--- src/rtl/serial_code_recognizer_p.sv ---
// serial_code_recognizer_p: deserialises a gated, MSB-first serial stream into
// GROUP_W-bit groups and classifies each group as accepted (value <= MAX_CODE)
// or rejected. Accept and reject tallies saturate at 2**CNT_W-1.
// Optional feature macro: SERIAL_PARITY_EN. When it is defined, each group is
// followed by an even-parity bit, a parity failure counts as a reject, and the
// parity_err pulse output is present.
module serial_code_recognizer_p #(
  parameter int GROUP_W  = 4,
  parameter int MAX_CODE = 9,
  parameter int CNT_W    = 8
) (
  input  logic               clock,
  input  logic               reset_n,
  input  logic               clear,
  input  logic               linea_valid,
  input  logic               linea,
  output logic               u,
  output logic               err,
  output logic               group_done,
  output logic [GROUP_W-1:0] group_out,
  output logic [CNT_W-1:0]   accept_cnt,
  output logic [CNT_W-1:0]   reject_cnt,
`ifdef SERIAL_PARITY_EN
  output logic               parity_err,
`endif
  output logic               busy
);

`ifdef SERIAL_PARITY_EN
  // Frame = data bits + parity bit; the shifter keeps the whole data value.
  localparam int FRAME_W = GROUP_W + 1;
  localparam int SHIFT_W = GROUP_W;
`else
  // Frame = data bits; the final bit is taken straight from the line.
  localparam int FRAME_W = GROUP_W;
  localparam int SHIFT_W = GROUP_W - 1;
`endif
  localparam int BCNT_W = $clog2(FRAME_W);
  localparam logic [BCNT_W-1:0] LAST_CNT = BCNT_W'(FRAME_W - 1);
  localparam logic [CNT_W-1:0]  CNT_MAX  = {CNT_W{1'b1}};

  typedef enum logic {
    IDLE    = 1'b0,
    COLLECT = 1'b1
  } state_t;

`ifdef SERIAL_PARITY_EN
  // Even parity holds when the XOR of data and parity bit is zero.
  function automatic logic parity_ok(input logic [GROUP_W:0] frame);
    return (^frame) == 1'b0;
  endfunction
`endif

  state_t             state_q;
  logic [BCNT_W-1:0]  bit_cnt_q;
  logic [SHIFT_W-1:0] shift_q;
  logic               u_q;
  logic               err_q;
  logic               done_q;
  logic [GROUP_W-1:0] group_q;
  logic [CNT_W-1:0]   acc_q;
  logic [CNT_W-1:0]   rej_q;
`ifdef SERIAL_PARITY_EN
  logic               perr_q;
`endif

  logic [SHIFT_W-1:0] shift_d;
  logic               last_d;
  logic [GROUP_W-1:0] value_d;
  logic               par_ok_d;
  logic               accept_d;

  // Next shift value, final-bit detection and classification of the frame.
  always_comb begin
    shift_d = SHIFT_W'({shift_q, linea});
    last_d  = (state_q == COLLECT) && (bit_cnt_q == LAST_CNT);
`ifdef SERIAL_PARITY_EN
    value_d  = shift_q;
    par_ok_d = parity_ok({shift_q, linea});
`else
    value_d  = {shift_q, linea};
    par_ok_d = 1'b1;
`endif
    if ((value_d <= GROUP_W'(MAX_CODE)) && par_ok_d) begin
      accept_d = 1'b1;
    end else begin
      accept_d = 1'b0;
    end
  end

  // Recognizer FSM with registered pulses, group value and saturating tallies.
  always_ff @(posedge clock or negedge reset_n) begin
    if (!reset_n) begin
      state_q   <= IDLE;
      bit_cnt_q <= '0;
      shift_q   <= '0;
      u_q       <= 1'b0;
      err_q     <= 1'b0;
      done_q    <= 1'b0;
      group_q   <= '0;
      acc_q     <= '0;
      rej_q     <= '0;
`ifdef SERIAL_PARITY_EN
      perr_q    <= 1'b0;
`endif
    end else if (clear) begin
      // Clear wins over a coincident bit; the last completed value is kept.
      state_q   <= IDLE;
      bit_cnt_q <= '0;
      shift_q   <= '0;
      u_q       <= 1'b0;
      err_q     <= 1'b0;
      done_q    <= 1'b0;
      acc_q     <= '0;
      rej_q     <= '0;
`ifdef SERIAL_PARITY_EN
      perr_q    <= 1'b0;
`endif
    end else begin
      u_q    <= 1'b0;
      err_q  <= 1'b0;
      done_q <= 1'b0;
`ifdef SERIAL_PARITY_EN
      perr_q <= 1'b0;
`endif
      if (linea_valid) begin
        case (state_q)
          IDLE: begin
            shift_q   <= SHIFT_W'(linea);
            bit_cnt_q <= BCNT_W'(1);
            state_q   <= COLLECT;
          end
          COLLECT: begin
            if (last_d) begin
              state_q   <= IDLE;
              bit_cnt_q <= '0;
              shift_q   <= '0;
              group_q   <= value_d;
              done_q    <= 1'b1;
              u_q       <= accept_d;
              err_q     <= ~accept_d;
`ifdef SERIAL_PARITY_EN
              perr_q    <= ~par_ok_d;
`endif
              if (accept_d && (acc_q != CNT_MAX)) begin
                acc_q <= acc_q + CNT_W'(1);
              end else if (!accept_d && (rej_q != CNT_MAX)) begin
                rej_q <= rej_q + CNT_W'(1);
              end
            end else begin
              shift_q   <= shift_d;
              bit_cnt_q <= bit_cnt_q + BCNT_W'(1);
            end
          end
          default: begin
            state_q   <= IDLE;
            bit_cnt_q <= '0;
            shift_q   <= '0;
          end
        endcase
      end
    end
  end

  assign u          = u_q;
  assign err        = err_q;
  assign group_done = done_q;
  assign group_out  = group_q;
  assign accept_cnt = acc_q;
  assign reject_cnt = rej_q;
  assign busy       = (state_q == COLLECT);
`ifdef SERIAL_PARITY_EN
  assign parity_err = perr_q;
`endif

endmodule

--- config.mk ---
export PLATFORM = sky130hd
export DESIGN_NAME = serial_code_recognizer_p
export DESIGN_NICKNAME = d
export VERILOG_FILES = /design/src/rtl/serial_code_recognizer_p.sv
export SDC_FILE = /design/constraint.sdc
export NUM_CORES = 1
export LEC_CHECK = 0
export CORE_AREA = 2 2 63 53
export DETAILED_ROUTE_END_ITERATION = 6
export DIE_AREA = 0 0 65 55
export PLACE_DENSITY = 0.77
export SLEW_MARGIN = 20
export SYNTH_ARGS = -nofsm -noshare
export SYNTH_HDL_FRONTEND = slang
export SYNTH_SLANG_ARGS = --single-unit
export TNS_END_PERCENT = 5
--- constraint.sdc ---
create_clock -name clock -period 1.67 [get_ports clock]
set_input_delay 0.2505 -clock clock [delete_from_list [all_inputs] [get_ports clock]]
set_output_delay 0.2505 -clock clock [all_outputs]
set_load 0.02 [all_outputs]
==> results of run 1 <==
state kept, by name, indices dropped and copies added (netlist names):
signal	count
group_done	1
err	1
u	1
group_out	4
bit_cnt_q	2
reject_cnt	8
shift_q	3
accept_cnt	8
busy	1
through the flow:
stage                     setup TNS (ns)  total power, uW  instance area [sq um]  setup slack, ns
after floorplan                        0            756.5                   1439           0.1310
after global placement          -0.05796            798.9                   1818         -0.02767
after detailed placement         -0.5371            801.7                   1818         -0.06700
after CTS                              0             1434                   1918         0.004062
after global routing                   0             1479                   1936         0.001418
final                                  0             1423                   1936          0.04793
where the power goes:
| group | switching (uW) | internal [uW] | total (uW) |
|---|---|---|---|
| registers | 8.77 | 710 | 718 |
| logic | 42.0 | 27.6 | 69.6 |
| clock network | 264 | 372 | 635 |
cell families (layout without fill, tap and decap cells):
group,after synthesis,after routing,synth area share (%)
flip-flops,29,29,50.44
adder cells (fa/ha/maj),3,3,2.609
AO/OA/AOI/OAI,26,26,11.74
XOR/XNOR,2,2,1.218
multiplexers,3,3,2.435
buffers and inverters,5,46,1.565
AND/OR/NAND/NOR,73,73,30.00
final timing paths:
kind,end,startpoint,slack [ns],cells past startpoint
hold / removal,reject_cnt[1],reset_n,0.35,2
setup reg to reg,reject_cnt[1],reject_cnt[0],0.08,5
min in group clock,group_out[3],group_out[3],0.48,2
setup / recovery,reject_cnt[3],reject_cnt[3],0.05,1
max in group asynchronous,group_out[0],reset_n,1.04,2
hold reg to reg,group_out[3],group_out[3],0.48,2
synth_stat cells:
cell	instances
and3_1	4
a211oi_1	5
ha_1	3
nand3_4	1
nor3_1	4
and4_4	1
mux2_4	1
nand3_1	10
a31oi_1	3
clkbuf_1	3
a21boi_0	1
o211ai_1	2
mux2i_1	2
a311oi_1	1
buf_4	1
nand4_1	4
nand2_1	15
o21ai_0	1
a21oi_1	9
a21boi_1	1
o21a_1	2
nor2_1	14
nor3_4	1
nand2b_1	5
and4_1	3
and4b_1	2
nor2b_1	4
nor3_2	3
dfrtp_1	29
inv_1	1
xor2_1	2
o21ai_2	1
nor4_2	2
layer usage:
layer	routed length, um	global-route usage, %
met1	1483	24.16
met2	1570	33.85
met3	149	7.287
met4	44	8.511
met5	0	0
timing repair:
action | 4_1_cts | 5_1_grt
pin swaps | 0 | 1
endpoints found under the setup margin | 1 | 13
resized for setup | 1 | 7
hold endpoints to repair | 0 | 0
layout by cell type (no fill, tap or decap):
| cell type | count |
|---|---|
| nand2b_1 | 4 |
| nand3_1 | 10 |
| a21boi_1 | 1 |
| nor4_2 | 2 |
| ha_1 | 2 |
| o21ai_2 | 1 |
| and4_4 | 1 |
| and3_1 | 4 |
| nand2b_2 | 1 |
| clkbuf_8 | 7 |
| nand3_4 | 1 |
| nor3_4 | 1 |
| o21a_1 | 2 |
| mux2_4 | 1 |
| a31oi_1 | 3 |
| a21oi_1 | 9 |
| and4b_1 | 2 |
| a211oi_1 | 5 |
| nand2_1 | 15 |
| clkdlybuf4s50_1 | 22 |
| clkinv_2 | 1 |
| buf_4 | 9 |
| nor3_1 | 4 |
| dlygate4sd2_1 | 1 |
| ha_2 | 1 |
| nor2b_1 | 4 |
| inv_1 | 1 |
| dlymetal6s2s_1 | 5 |
| o211ai_1 | 2 |
| a21boi_0 | 1 |
| nor3_2 | 3 |
| and4_1 | 3 |
| nor2_1 | 14 |
| mux2i_1 | 2 |
| xor2_1 | 2 |
| nand4_1 | 4 |
| a311oi_1 | 1 |
| o21ai_0 | 1 |
| dfrtp_1 | 29 |
area by class of cell:
type                       count  area share [%]
clock buffer                   7           4.977
clock inverter                 1          0.2586
inverter                       1          0.1939
multi-input combinational    107           35.94
sequential                    29           37.49
tap                           40           2.586
timing repair buffer          37           18.55
==> impl_metrics.ini, run 1 <==
[run_status]
outcome = complete, no violations

[power_and_ir_drop]
peakVddDrop_v = 0.0005390
leakagePower_uw = 0.0009499
power_density_mw_per_mm2 = 735.3

[logic_synthesis]
synthCells = 141
yosys_warnings = 0
synth_seq_cells = 29
synth_top_area_share_pct = 50.43
syn_area_per_cell_sq_um = 10.20
yosysSeqAreaShare_pct = 50.43
synthDistinctLibCells = 33
yosys.area.top_type = dfrtp_1
synth_area_sq_mm = 0.001439
syn-num-nets = 149
synth_area_leaders = dfrtp_1 50%, nand2_1 3.9%, nor2_1 3.7%, nand3_1 3.5%, a21oi_1 3.1%

[route]
drcViolationCount = 0
drt-initial-drc-count = 72
ant_nets = 0
vias_per_cell = 5.532
dr.pass1.iters = 4
num_vias = 1228
wl_per_cell_um = 14.63
drt-total-wl_um = 3248

[die]
core_sq_mm = 0.002950
rows = 18
die-area_sq_mm = 0.003575
die_h_um = 55
die_w_um = 65
start_util_pct = 48.77
ioPinCount = 29

[cts]
clock-sinks = 29
cts_setup_buffers = 0
clockBufferDepth = 2
htree_num_levels = 2
cts_buffers = 5
clkLatencyLatePin_ns = 0.28
cts-root-buf = clkbuf_8
cts_tree = yes
holdBufCountCts = 0
path_clk_slew_ns = 0.06

[layout]
fin_nets = 189
drive_gt1_share_pct = 15.93
area_growth_pct = 34.52
n_antenna_cell = 0
n_fill_cell = 238
multi_input_area_sq_um = 695.7
regArea_sq_um = 725.7
post-route-util_pct = 65.61
finalNonFillerCells = 222

[placement]
dp_cells = 214
io_buffers = 28
dp_hpwl_um = 2257
gp_congestion = 0.8586

[global_routing]
track_usage_pct = 20.21
grt_max_degree = 30
grt_pass1_vias = 1149
grt_overflow = 0
antenna_found_initial = 0
grt_pass1_wl_um = 5202

[sta]
grt_setup_unrepaired = no
worst_pin_slew_ns = 0.4441
period_needed_ns = 1.622
timing.final.crit_share_pct = 97.13
slew_headroom_pct = 70.39
hold_slack_ns = 0.3530
fmax_ghz = 0.6165
finClkSkew_ns = 0.007362
hold_viol_final = 0
drv_slew = 0
setup_viol = 0

[setup_path]
path_max_fanout = 6
cp.arrival_ns = 1.37
cp_top_family = buffers and inverters
crit_chain = clkdlybuf4s50_1
crit_type = register to output port
worst-path-buf-inv = 1
start_kind = register
end_kind = output port
worstPathRequired_ns = 1.42
max_stage_delay_ns = 0.65
critPathSlowestCell = clkdlybuf4s50_1

[flow_run]
drv_cap = 0

[worst_hold_path]
min_path_type = primary input to asynchronous set/reset pin
Power figures use the tool's default switching activity.
==> run 2, diff against run 1 <==
--- a/config.mk
+++ b/config.mk
@@ -9,7 +9,6 @@
 export DETAILED_ROUTE_END_ITERATION = 6
 export DIE_AREA = 0 0 65 55
 export PLACE_DENSITY = 0.77
-export SLEW_MARGIN = 20
 export SYNTH_ARGS = -nofsm -noshare
 export SYNTH_HDL_FRONTEND = slang
 export SYNTH_SLANG_ARGS = --single-unit
==> results of run 2 <==
Final layout, timing and power as in run 1 (identical DEF).
